===== config.mk =====
export PLATFORM = sky130hd
export DESIGN_NAME = bypass_bin_scheduler
export DESIGN_NICKNAME = d
export VERILOG_FILES = /design/src/rtl/bypass_bin_scheduler_pkg.sv /design/src/rtl/bypass_refill_ctl.sv /design/src/rtl/bypass_bin_scheduler.sv
export SDC_FILE = /design/constraint.sdc
export NUM_CORES = 1
export LEC_CHECK = 0
export CORE_MARGIN = 2
export CORE_UTILIZATION = 45
export DETAILED_ROUTE_END_ITERATION = 8
export GPL_TIMING_DRIVEN = 0
export HOLD_SLACK_MARGIN = 0.05
export PLACE_DENSITY = 0.95
export SLEW_MARGIN = 0
export SYNTH_ARGS = -nofsm -noshare
export SYNTH_HDL_FRONTEND = slang
export SYNTH_SLANG_ARGS = --single-unit

===== constraint.sdc =====
create_clock -name clk -period 13.45 [get_ports clk]
set_clock_uncertainty 0.1 [all_clocks]
set_input_delay 4.035 -clock clk [delete_from_list [all_inputs] [get_ports clk]]
set_output_delay 4.035 -clock clk [all_outputs]
set_load 0.01 [all_outputs]

===== src/rtl/bypass_bin_scheduler_pkg.sv =====
// Shared definitions for the CABAC bypass bin scheduler.
//   state_e               : controller states (IDLE, RUN, DONE)
//   BYPASS_BINS_PER_CYCLE : bins resolved per cycle by the DecodeBinEP datapath
//   BITS_NEEDED_RELOAD    : bits_needed adjustment when a byte is inserted (-8)
package bypass_bin_scheduler_pkg;

  typedef enum logic [1:0] {
    IDLE = 2'd0,
    RUN  = 2'd1,
    DONE = 2'd2
  } state_e;

  localparam int unsigned      BYPASS_BINS_PER_CYCLE = 3;
  localparam logic signed [3:0] BITS_NEEDED_RELOAD   = 4'sb1000; // -8

endpackage


===== src/rtl/bypass_refill_ctl.sv =====
// Refill point locator for one bypass chunk (purely combinational).
//   bits_need_i  : signed bits_needed at chunk start (-8..-1)
//   k_i          : bins in this chunk (0..3)
//   byte_valid_i : bitstream byte available
//   byte_data_i  : bitstream byte
//   shift0_i..2  : datapath value_shifted_out per stage
//   refill_o     : a stage of this chunk needs a byte
//   stall_o      : byte needed but not available
//   bits_next_o  : bits_needed after the chunk
//   new0_o..2    : shiftN with the byte added at the refill stage
module bypass_refill_ctl
  import bypass_bin_scheduler_pkg::*;
(
  input  logic signed [3:0] bits_need_i,
  input  logic [1:0]        k_i,
  input  logic              byte_valid_i,
  input  logic [7:0]        byte_data_i,
  input  logic [16:0]       shift0_i,
  input  logic [16:0]       shift1_i,
  input  logic [16:0]       shift2_i,
  output logic              refill_o,
  output logic              stall_o,
  output logic signed [3:0] bits_next_o,
  output logic [16:0]       new0_o,
  output logic [16:0]       new1_o,
  output logic [16:0]       new2_o
);

  // Stage i refills when bits_need + i + 1 == 0, i.e. i == ~bits_need.
  logic [3:0]  need;
  logic [1:0]  stage;
  logic [16:0] byte_ext;

  assign need     = ~bits_need_i;
  assign stage    = need[1:0];
  assign refill_o = need < {2'b00, k_i};
  assign stall_o  = refill_o & ~byte_valid_i;
  assign byte_ext = {9'b0, byte_data_i};

  assign bits_next_o = bits_need_i + $signed({2'b00, k_i})
                     + (refill_o ? BITS_NEEDED_RELOAD : 4'sb0000);

  // Separate assigns per stage: each newN feeds the datapath which produces
  // shift(N+1), so they must not share one combinational process.
  assign new0_o = shift0_i + ((refill_o && stage == 2'd0) ? byte_ext : '0);
  assign new1_o = shift1_i + ((refill_o && stage == 2'd1) ? byte_ext : '0);
  assign new2_o = shift2_i + ((refill_o && stage == 2'd2) ? byte_ext : '0);

endmodule


===== src/rtl/bypass_bin_scheduler.sv =====
// Multi-bin CABAC bypass sequencer around one 3-bin/cycle DecodeBinEP.
//   req_*   : request (num_bins, range, value, bits_needed), valid/ready
//   byte_*  : bitstream byte FIFO, byte_ready is the pop strobe
//   rsp_*   : packed bins (first bin MSB of used field), final value/bits
//   ep_*    : drive/observe the external DecodeBinEP datapath
module bypass_bin_scheduler
  import bypass_bin_scheduler_pkg::*;
#(
  parameter int unsigned MAX_BINS = 32,
  parameter int unsigned CNT_W    = 6
) (
  input  logic                clk,
  input  logic                rst_n,
  input  logic                req_valid,
  output logic                req_ready,
  input  logic [CNT_W-1:0]    req_num_bins,
  input  logic [8:0]          req_range,
  input  logic [15:0]         req_value,
  input  logic signed [3:0]   req_bits_need,
  input  logic                byte_valid,
  input  logic [7:0]          byte_data,
  output logic                byte_ready,
  output logic                rsp_valid,
  input  logic                rsp_ready,
  output logic [MAX_BINS-1:0] rsp_bins,
  output logic [15:0]         rsp_value,
  output logic signed [3:0]   rsp_bits_need,
  output logic [8:0]          ep_m_range,
  output logic [15:0]         ep_m_value,
  output logic [1:0]          ep_n_bin,
  input  logic [16:0]         ep_shift0,
  input  logic [16:0]         ep_shift1,
  input  logic [16:0]         ep_shift2,
  output logic [16:0]         ep_new0,
  output logic [16:0]         ep_new1,
  output logic [16:0]         ep_new2,
  input  logic [2:0]          ep_bins,
  input  logic [15:0]         ep_value_out
);

  state_e                state_q, state_d;
  logic [8:0]            range_q, range_d;
  logic [15:0]           value_q, value_d;
  logic signed [3:0]     bits_q, bits_d;
  logic [CNT_W-1:0]      rem_q, rem_d;
  logic [MAX_BINS-1:0]   bins_q, bins_d;

  logic [1:0]            k;
  logic [CNT_W-1:0]      k_ext;
  logic                  refill, stall, accept, advance;
  logic signed [3:0]     bits_next;
  logic [2:0]            ord;

  assign k = (rem_q >= CNT_W'(BYPASS_BINS_PER_CYCLE)) ? 2'(BYPASS_BINS_PER_CYCLE) : rem_q[1:0];
  assign k_ext   = {{(CNT_W-2){1'b0}}, k};
  assign accept  = req_valid & req_ready;
  assign advance = (state_q == RUN) & ~stall;

  bypass_refill_ctl u_refill (
    .bits_need_i  (bits_q),
    .k_i          (k),
    .byte_valid_i (byte_valid),
    .byte_data_i  (byte_data),
    .shift0_i     (ep_shift0),
    .shift1_i     (ep_shift1),
    .shift2_i     (ep_shift2),
    .refill_o     (refill),
    .stall_o      (stall),
    .bits_next_o  (bits_next),
    .new0_o       (ep_new0),
    .new1_o       (ep_new1),
    .new2_o       (ep_new2)
  );

  // FSM: state register
  always_ff @(posedge clk or negedge rst_n) begin
    if (!rst_n) state_q <= IDLE;
    else        state_q <= state_d;
  end

  // FSM: next state (last chunk is the one where remaining == k)
  always_comb begin
    state_d = state_q;
    case (state_q)
      IDLE:    if (accept) state_d = RUN;
      RUN:     if (advance && rem_q == k_ext) state_d = DONE;
      DONE:    if (rsp_ready) state_d = IDLE;
      default: state_d = IDLE;
    endcase
  end

  // FSM: outputs
  always_comb begin
    req_ready  = 1'b0;
    rsp_valid  = 1'b0;
    byte_ready = 1'b0;
    ep_n_bin   = 2'd0;
    case (state_q)
      IDLE: req_ready = 1'b1;
      RUN: begin
        ep_n_bin   = k - 2'd1;
        byte_ready = refill & byte_valid;
      end
      DONE:    rsp_valid = 1'b1;
      default: ;
    endcase
  end

  // Bins arrive stage0 at bit 0; repack so stage0 is most significant.
  always_comb begin
    case (k)
      2'd1:    ord = {2'b00, ep_bins[0]};
      2'd2:    ord = {1'b0, ep_bins[0], ep_bins[1]};
      default: ord = {ep_bins[0], ep_bins[1], ep_bins[2]};
    endcase
  end

  always_comb begin
    range_d = range_q;
    value_d = value_q;
    bits_d  = bits_q;
    rem_d   = rem_q;
    bins_d  = bins_q;
    if (accept) begin
      range_d = req_range;
      value_d = req_value;
      bits_d  = req_bits_need;
      rem_d   = req_num_bins;
      bins_d  = '0;
    end else if (advance) begin
      value_d = ep_value_out;
      bits_d  = bits_next;
      rem_d   = rem_q - k_ext;
      bins_d  = (bins_q << k) | MAX_BINS'(ord);
    end
  end

  always_ff @(posedge clk or negedge rst_n) begin
    if (!rst_n) begin
      range_q <= '0;
      value_q <= '0;
      bits_q  <= '0;
      rem_q   <= '0;
      bins_q  <= '0;
    end else begin
      range_q <= range_d;
      value_q <= value_d;
      bits_q  <= bits_d;
      rem_q   <= rem_d;
      bins_q  <= bins_d;
    end
  end

  assign rsp_bins      = bins_q;
  assign rsp_value     = value_q;
  assign rsp_bits_need = bits_q;
  assign ep_m_range    = range_q;
  assign ep_m_value    = value_q;

  a_legal_num_bins: assert property (@(posedge clk) disable iff (!rst_n)
    (req_valid && req_ready) |-> (req_num_bins != '0 && int'(req_num_bins) <= int'(MAX_BINS)));

endmodule


Word-level counts from Yosys, hierarchy flattened
Index checks and enable logic that the tools add are counted.
Cells by class
  add/sub/neg operators: 7
  order comparisons: 2
  equal/unequal tests: 10
  shift-type cells: 1
  mux-type cells: 22
  bitwise operators: 8
  reductions and logical operators: 8
Operators by type and width (number)
  2-to-1 mux 32 bit: 2
  adder 17 bit: 3
  2-to-1 mux 16 bit: 2
  OR 32 x 3 -> 32 bit: 1
  left shift 32 x 2 -> 32 bit: 1
  2-to-1 mux 8 bit: 3
  2-to-1 mux 4 bit: 3
  2-to-1 mux 6 bit: 2
  2-to-1 mux 2 bit: 5
  equality test 2 x 1 -> 1 bit (second input constant): 3
  equality test 2 bit (second input constant): 3
  equality test 6 x 2 -> 1 bit: 1
  greater-or-equal comparator 6 x 2 -> 1 bit (second input constant): 1
  one-hot mux 2 bit (3 select lines): 1
  one-hot mux 3 bit (2 select lines): 1
  subtractor 6 x 2 -> 6 bit: 1
  adder 4 x 3 -> 4 bit: 1
  adder 4 bit: 1
  bitwise AND 1 bit: 4
  logical AND 1 bit: 4
  logical NOT 2 bit: 2
  less-than comparator 4 x 2 -> 1 bit: 1
  inequality test 2 bit (second input constant): 2
  NOT 4 bit: 1
  other kinds (6): 9
Word-level totals
  bits in registers: 69
  output and inout port bits: 133

Logic depth before layout (Yosys ltp)
Gate-level depths: netlist of run 1.
  depth in word-level cells: 9
  gate-level depth with buffers: 16

By module
Synthesis of run 1 repeated with hierarchy kept, for this count alone.
Unflattened totals
  cell total of the unflattened synthesis: 753
  area, all modules: 6269.8 µm²
Modules (own cells, without submodules)
  bypass_bin_scheduler: times used 1, cells an instance 515, area each 4458.0 µm², sequential area each 1726.7 µm²
  bypass_refill_ctl: times used 1, cells an instance 238, area each 1811.7 µm², sequential area each 0.0 µm²

Worst setup path before layout of run 1
Ideal clock, no wire load.
  kind: in2out
  from: in byte_data[3]
  to: out ep_new1[13]
  arrival: 5835 ps
  data required time: 9315 ps
  setup slack: 3480 ps
  stages on the path: 7
  path buffers: 0
  cells stage by stage: and2_1 > ha_1 > and3_1 > a2111oi_0 > o21a_1 > nand2b_1 > xnor2_1
Between the ends
  cells in the longest elaborated chain, start to end: 2
RTL lines
  start: declaration: RTL line bypass_bin_scheduler.sv:21  | input logic [7:0] byte_data,
  2-to-1 mux 8 bit: RTL line bypass_refill_ctl.sv:46  | assign new1_o = shift1_i + ((refill_o && stage == 2'd1) ? byte_ext : '0);
  adder 17 bit: RTL line bypass_refill_ctl.sv:46
  end: declaration: RTL line bypass_bin_scheduler.sv:35  | output logic [16:0] ep_new1,
Every way passes these cells.

Worst setup path after layout of run 1
  from: in byte_data[3]
  to: out ep_new1[9]
Same word-level chain as after synthesis.

==> impl_metrics.yaml, run 1 <==
final_layout:
  n_antenna_cell: 0
  drive_gt1_frac: 0.0570
  final_cells: 1038
  num-nets-final: 1044
  layout_common_cells: "clkdlybuf4s50_1, nand2_1, dfrtp_1"
  syn2layout_area_growth_pct: 57.5
  layout_commonest_cell: "clkdlybuf4s50_1"
placed_design:
  hpwl_mm: 12.9
  dp_cells: 1022
  port_buffers: 250
  gp_congestion: 0.904
yosys:
  ys.flop_type: "dfrtp_1"
  yosys_warnings: 0
  seq_area_frac_synth: 0.334
  postSynth.asyncResetShare: 1.00
  ys_types: 49
  synth_top_cell_by_area: "dfrtp_1"
  synth_top_area_share: 0.334
  synth_edf_count: 0
  ys_seq_elements: 69
  syn-instance-count: 629
  syn_area_um2: 5170
  synth.avg_cell_area_um2: 8.23
  synthesis.nets: 783
  netlist_top_cells_area: "dfrtp_1, nand2_1, ha_1"
routing:
  first_iter_violations: 537
  via_per_inst: 5.59
  postRouteAntennaNets: 0
  num_vias: 5807
  drt_pass1_iterations: 5
  routedWlPerCell_um: 16.6
  drt-total-wl_mm: 17.3
  drc: 0
power_and_ir_drop:
  ir_drop_mv: 0.160
  p_per_area_nw_per_um2: 193
  p_leak_uw: 0.00356
sta:
  final_hold_viol_count: 0
  fin_crit_ps: 11440
  timing.final.setup_violations: 0
  hold_ws_ps: 388
  slew-limit-headroom: 0.266
  drv_slew: 0
  finalSetupTns_ps: 0
  tightestPinTransition_ps: 1070
  rsz0062_at_grt: "false"
  final.period_utilization: 0.851
  fmax_mhz: 87.4
status:
  status: "complete, no violations"
critical_path:
  crit_required_ps: 9310
  ff2ff_path_depth: 12
  rr_startpoint: "rem_q[3]"
  critPathArrivalTime_ps: 7310
  r2r_setup_slack_ps: 9020
  r2r-end: "ep_m_value[11]"
  endpoint_kind: "output pin"
  crit_path_start_kind: "input pin"
  crit_fanout: 5
  critPathKind: "input pin to output pin"
cts:
  cts_resized: 0
  clk_pin_slew_ps: 60
  cts_sinks: 69
  clock_latency_ps: 340
  clockRootBuffer: "clkbuf_16"
  cts.htree.levels: 3
  post_cts_buffers: 0
  cts_tree: "built"
  hold_buffers: 0
  cts_buffers: 9
  clock_path_buffers: 2
floorplanning:
  die_h_um: 111
  dieArea_um2: 12400
  start_util: 0.457
  ios: 251
  row_count: 39
  die_x_um: 111
  design.core.area_um2: 11300
global_routing:
  grt.overflow.total: 0
  antenna_found_initial: 0
  grt_pass1_vias: 5711
  grt_pass1_wl_mm: 27.3
  grt_max_degree: 70
  grt_usage: 0.269
min_path:
  min_path_type: "register to register"
  hold_path_end: "ep_m_range[5]"
  hp-start: "ep_m_range[5]"
  hold_path_depth: 2
run:
  maxCapViolations: 0
-- state kept, by name (all words and copies together) (netlist names) --
register       cells
ep_m_range         9
rsp_bins          32
ep_m_value        16
state_q            2
rsp_bits_need      4
rem_q              6
-- cells in the mapped netlist (4+ instances only) --
master and number:
ha_1 32, inv_1 8, a211oi_1 5, a21oi_1 47
a221o_1 26, nand2b_1 10, xnor2_1 28, and3_1 7
buf_2 9, buf_4 17, and2_1 28, nand2_1 147
o21ai_1 10, o21ai_0 15, nor2_1 39, a31oi_1 24
a21o_1 13, xor2_1 21, clkbuf_1 16, fa_1 4
nand3_1 10, dfrtp_1 69, o211ai_1 5
-- metrics by stage --
step            util  setup slack, ps  instance area, um^2  total power, uW
6_report       0.720             2010                 8150             1570
5_1_grt        0.720             1820                 8150             1670
4_1_cts        0.720             2050                 8150             1570
3_5_place_dp   0.694             2080                 7850             1320
3_3_place_gp   0.694             2150                 7860             1300
2_1_floorplan      -             3480                 5170              894
-- power by group --
| part | switching, uW | internal [uW] | leakage (uW) |
|---|---|---|---|
| combinational | 452 | 479 | 0.00255 |
| sequential | 106 | 303 | 0.000866 |
| clock | 89.5 | 144 | 0.000148 |
-- area by class of cell --
| cell class | instances | area (um^2) |
|---|---|---|
| buffer | 45 | 251 |
| clock buffer | 13 | 280 |
| clock inverter | 3 | 17.5 |
| fill | 807 | 3170 |
| inverter | 9 | 33.8 |
| multi-input combinational | 506 | 3160 |
| sequential | 69 | 1730 |
| tap | 143 | 179 |
| timing repair buffer | 250 | 2500 |
-- routing by layer --
metal / share of wire / wire length, um / up-vias / GRT usage
met1: 0.39 / 6710 / 2736 / 0.320
met3: 0.070 / 1220 / 49 / 0.0405
met4: 0.034 / 592 / 0 / 0.124
li1: - / - / 2718 / -
met2: 0.51 / 8750 / 304 / 0.478
met5: 0 / 0 / - / 0
-- cells by family (layout without fill, tap and decap cells) --
kind of cell	count (synthesis)	count (layout)	synth area share
AOI/OAI and AO/OA	162	162	0.210
xor gates and xnor gates	49	49	0.0830
and+or+nand+nor	256	256	0.219
buffers and inverters	54	320	0.0551
muxes	3	3	0.00629
DFF	69	69	0.334
adders and majority gates	36	36	0.0929
-- how the worst max path moves through the flow --
stage                      start          end  slack, ps  cells past startpoint
floorplan           byte_data[3]  ep_new1[13]       3480                      7
global placement    byte_data[3]  ep_new1[13]       2150                      9
detailed placement  byte_data[3]   ep_new1[9]       2080                      9
CTS                 byte_data[3]   ep_new1[9]       2050                      9
global route        byte_data[3]   ep_new1[9]       1820                      9
finish              byte_data[3]   ep_new1[9]       2010                      9
-- worst max-delay path: stages --
cell	delay (ps)
clkdlybuf4s50_1	510
and2_1	190
ha_1	340
and3_1	200
a2111oi_0	940
o21a_1	250
nand2b_1	140
xnor2_1	120
clkdlybuf4s50_1	560
No activity file was read; power rests on OpenSTA's default activity.
==> run 2: changes to the inputs <==
--- a/config.mk
+++ b/config.mk
@@ -6,11 +6,12 @@
 export NUM_CORES = 1
 export LEC_CHECK = 0
 export CORE_MARGIN = 2
-export CORE_UTILIZATION = 45
+export CORE_UTILIZATION = 38
+export CTS_CLUSTER_DIAMETER = 120
 export DETAILED_ROUTE_END_ITERATION = 8
 export GPL_TIMING_DRIVEN = 0
 export HOLD_SLACK_MARGIN = 0.05
-export PLACE_DENSITY = 0.95
+export PLACE_DENSITY = 0.86
 export SLEW_MARGIN = 0
 export SYNTH_ARGS = -nofsm -noshare
 export SYNTH_HDL_FRONTEND = slang
==> constraint.sdc (replaced) <==
create_clock -name clk -period 10.5 [get_ports clk]
set_clock_uncertainty 0.1 [all_clocks]
set_input_delay 3.15 -clock clk [delete_from_list [all_inputs] [get_ports clk]]
set_output_delay 3.15 -clock clk [all_outputs]
set_load 0.01 [all_outputs]
==> run 2 against run 1 <==
Effect of this change:
- register-to-register slack got worse by 2900 ps
- via count fell by 3.6%
- highest routed layer unchanged
- first-iteration DRC count decreased by 42%
- sequential power is 27% higher
==> impl_metrics.yaml, run 2 (synthesized netlist as in run 1, its figures left out) <==
status:
  status: "complete, no violations"
cts:
  cts_buffers: 9
  hold_buffers: 0
  clockRootBuffer: "clkbuf_16"
  cts_tree: "built"
  cts_resized: 0
  clk_pin_slew_ps: 60
  post_cts_buffers: 0
  cts.htree.levels: 3
  clock_path_buffers: 2
  cts_sinks: 69
  clock_latency_ps: 330
power_and_ir_drop:
  p_sw_frac: 0.399
  p_per_area_nw_per_um2: 245
  p_int_uw: 1210
  p_leak_uw: 0.00356
  clock_power_share: 0.158
  seqPwrFrac: 0.257
  ir_drop_mv: 0.170
  power.share.combinational: 0.585
  p_switching_uw: 804
min_path:
  hold_path_depth: 2
  hp-start: "ep_m_range[0]"
  hold_path_end: "ep_m_range[0]"
  min_path_type: "register to register"
final_layout:
  n_antenna_cell: 0
  fin_util: 0.617
  syn2layout_area_growth_pct: 58.5
  num-nets-final: 1044
  layout_common_cells: "clkdlybuf4s50_1, nand2_1, dfrtp_1"
  layout_commonest_cell: "clkdlybuf4s50_1"
  drive_gt1_frac: 0.0536
  largest_register_ff_count: 32
critical_path:
  crit_path_start_kind: "input pin"
  crit_required_ps: 7250
  critPathArrivalTime_ps: 6310
  critPathKind: "input pin to output pin"
  r2r-end: "ep_m_value[15]"
  r2r_setup_slack_ps: 6150
  ff2ff_path_depth: 12
  startpoint: "byte_data[3]"
  endpoint_kind: "output pin"
  rr_startpoint: "rem_q[3]"
  crit_fanout: 5
floorplanning:
  ios: 251
  die_h_um: 121
  row_count: 42
  die_x_um: 121
  start_util: 0.389
  dieArea_um2: 14600
  design.core.area_um2: 13300
routing:
  drc: 0
  first_iter_violations: 310
  num_vias: 5596
  postRouteAntennaNets: 0
  drt-total-wl_mm: 16.5
  wl_met1_mm: 6.55
  wl_met2_mm: 8.15
  route.top_layer_used: "met4"
  routedWlPerCell_um: 15.4
  dr_wl_met3_mm: 1.39
  drt_pass1_iterations: 4
  via_per_inst: 5.23
sta:
  slew-limit-headroom: 0.323
  rsz0062_at_grt: "false"
  fmax_mhz: 105
  timing.final.setup_violations: 0
  fin_crit_ps: 9560
  final_hold_viol_count: 0
  drv_slew: 0
  tightestPinTransition_ps: 989
  final.period_utilization: 0.911
  finalSetupTns_ps: 0
global_routing:
  grt_pass1_vias: 5425
  grt.overflow.total: 0
  grt_usage: 0.225
  grt_pass1_wl_mm: 26.5
  antenna_found_initial: 0
  grt_max_degree: 70
placed_design:
  port_buffers: 250
  hpwl_mm: 13.0
  gp_congestion: 0.878
run:
  maxCapViolations: 0
-- run 2: cell types whose count changed in the layout (fill, tap and decap cells not counted) --
cell	change
bufinv_16	+2
clkinv_2	-1
clkbuf_1	+3
clkbuf_8	-4
-- run 2: worst max-delay path: stages --
cell             delay [ps]
clkdlybuf4s50_1         480
and2_1                  180
ha_1                    340
and3_1                  200
a2111oi_0               880
o21a_1                  250
nand2b_1                140
xnor2_1                 120
clkdlybuf4s50_1         570
-- run 2: routing by layer --
layer | GRT usage | vias up
met3 | 0.0590 | 35
met4 | 0.0828 | 0
met2 | 0.395 | 228
met5 | 0 | -
met1 | 0.263 | 2610
li1 | - | 2723
-- run 2: final cells by class --
type | instances | area, um^2
clock inverters | 4 | 72.6
repair buffers | 250 | 2500
fillers | 1132 | 5090
flip-flops and latches | 69 | 1730
inverters | 9 | 33.8
clock buffers | 12 | 236
plain buffers | 45 | 251
well taps | 176 | 220
multi-input cells | 506 | 3160
-- run 2: worst max path at each step --
stage | end | slack (ps) | depth (start not counted)
after floorplan | ep_new1[13] | 2300 | 7
after global placement | ep_new1[11] | 900 | 9
after detailed placement | ep_new1[11] | 890 | 9
after CTS | ep_new1[11] | 890 | 9
after global routing | ep_new1[11] | 740 | 9
final | ep_new1[11] | 940 | 9
-- run 2: power by group through the flow --
stage	clock, uW	combinational [uW]	sequential (uW)
2_1_floorplan	0	607	538
3_3_place_gp	0	1160	516
3_5_place_dp	0	1180	520
4_1_cts	322	1190	517
5_1_grt	334	1290	535
6_report	317	1180	518
-- run 2: through the flow --
stage	cell area (um^2)	total power, uW	setup WS [ps]	cells	hold slack, ps
2_1_floorplan	5170	1150	2300	629	414
4_1_cts	8200	2030	891	1071	377
3_3_place_gp	7900	1670	902	1055	359
3_5_place_dp	7890	1700	893	1055	362
6_report	8200	2010	937	1071	370
5_1_grt	8200	2160	738	1071	402
==> run 3: changes to the inputs <==
--- a/config.mk
+++ b/config.mk
@@ -11,7 +11,7 @@
 export DETAILED_ROUTE_END_ITERATION = 8
 export GPL_TIMING_DRIVEN = 0
 export HOLD_SLACK_MARGIN = 0.05
-export PLACE_DENSITY = 0.86
+export PLACE_DENSITY_LB_ADDON = 0.08
 export SLEW_MARGIN = 0
 export SYNTH_ARGS = -nofsm -noshare
 export SYNTH_HDL_FRONTEND = slang
==> run 3 against run 2 <==
Effect of this change:
- core utilization is 0.16 points lower
- global-route usage rose by 0.89 points
- power fell by 0.36%
- count of clock-buffer cells in the layout grew 3
- highest routed layer unchanged
- die area unchanged
- worst hold slack gained 13 ps
- fmax rose by 0.11%
- final area shrank 0.26%
- first-iteration DRC count grew 19%
- flip-flop and latch count did not move
- final cell count is the same
- sequential power about the same
==> impl_metrics.yaml, run 3 (synthesized netlist as in run 1, its figures left out) <==
status:
  status: "complete, no violations"
floorplanning:
  design.core.area_um2: 13300
  ios: 251
  die_x_um: 121
  dieArea_um2: 14600
  die_h_um: 121
  row_count: 42
  start_util: 0.389
routing:
  wl_met2_mm: 8.54
  routedWlPerCell_um: 16.0
  drc: 0
  drt-total-wl_mm: 17.1
  via_per_inst: 5.26
  dr_wl_met3_mm: 1.19
  num_vias: 5634
  first_iter_violations: 369
  route.top_layer_used: "met4"
  wl_met1_mm: 7.17
  drt_pass1_iterations: 5
  postRouteAntennaNets: 0
placed_design:
  place_area_um2: 7890
  hpwl_mm: 13.4
  dp_cells: 1055
  pre_cts_ws_ps: 935
  port_buffers: 250
  gp_congestion: 0.909
global_routing:
  grt.overflow.total: 0
  antenna_found_initial: 0
  grt_max_degree: 70
  grt_pass1_vias: 5461
  grt_usage: 0.234
  grt_pass1_wl_mm: 27.5
critical_path:
  crit_path_start_kind: "input pin"
  startpoint: "byte_data[3]"
  crit_fanout: 5
  endpoint_kind: "output pin"
  critPathArrivalTime_ps: 6300
  crit_required_ps: 7250
  critPathKind: "input pin to output pin"
  rr_startpoint: "rem_q[3]"
final_layout:
  n_antenna_cell: 0
  layout_commonest_cell: "clkdlybuf4s50_1"
  finish.instance_area_um2: 8180
  num-nets-final: 1044
  fin_util: 0.615
  final_cells: 1071
  syn2layout_area_growth_pct: 58.1
  layout_common_cells: "clkdlybuf4s50_1, nand2_1, dfrtp_1"
  largest_register_ff_count: 32
  drive_gt1_frac: 0.0514
cts:
  cts_sinks: 69
  cts.htree.levels: 3
  clk_pin_slew_ps: 50
  cts_resized: 0
  clockRootBuffer: "clkbuf_16"
  cts_buffers: 9
  clock_path_buffers: 2
  hold_buffers: 0
  clock_latency_ps: 330
  cts_tree: "built"
  post_cts_buffers: 0
sta:
  timing.final.setup_violations: 0
  slew-limit-headroom: 0.338
  final.period_utilization: 0.910
  fin_ws_ps: 948
  rsz0062_at_grt: "false"
  fmax_mhz: 105
  final_hold_viol_count: 0
  tightestPinTransition_ps: 968
  drv_slew: 0
  finalSetupTns_ps: 0
  fin_crit_ps: 9550
min_path:
  hp-start: "ep_m_range[5]"
  min_path_type: "register to register"
power_and_ir_drop:
  p_leak_uw: 0.00355
  p_per_area_nw_per_um2: 245
  ir_drop_mv: 0.173
run:
  maxCapViolations: 0
[run 3: per-stage QoR]
stage               total power (uW)  hold slack, ps
finish                          2010             383
global route                    2150             414
CTS                             2020             388
detailed placement              1710             365
global placement                1680             362
floorplan                       1150             414
[run 3: critical path, stage by stage]
cell and delay, ps:
clkdlybuf4s50_1 490, and2_1 190, ha_1 330, and3_1 200, a2111oi_0 870, o21a_1 250
nand2b_1 130, xnor2_1 120, clkdlybuf4s50_1 560
[run 3: routing by layer]
layer	global-route usage	vias up
met5	0	-
met4	0.0567	0
met2	0.413	228
li1	-	2716
met1	0.291	2675
met3	0.0481	15
[run 3: final cells by class]
class                      instances  area (um^2)
fill                            1180         5110
multi-input combinational        506         3160
timing repair buffer             250         2500
sequential                        69         1730
clock buffer                      15          258
buffer                            45          251
tap                              176          220
inverter                           9         33.8
clock inverter                     1         30.0
[run 3: path summary, 6_finish.rpt]
path | to | slack (ps) | depth (start not counted)
setup / recovery | ep_new1[11] | 950 | 9
max in group asynchronous | rsp_bins[28] | 6880 | 1
hold reg to reg | ep_m_range[5] | 380 | 2
hold / removal | ep_m_range[5] | 380 | 2
min in group asynchronous | ep_m_value[11] | 2830 | 1
setup reg to reg | ep_m_value[10] | 6170 | 12
[run 3: report_power, final]
| part | switching (uW) | internal, uW |
|---|---|---|
| Sequential | 131 | 388 |
| Combinational | 572 | 614 |
| Clock | 109 | 191 |
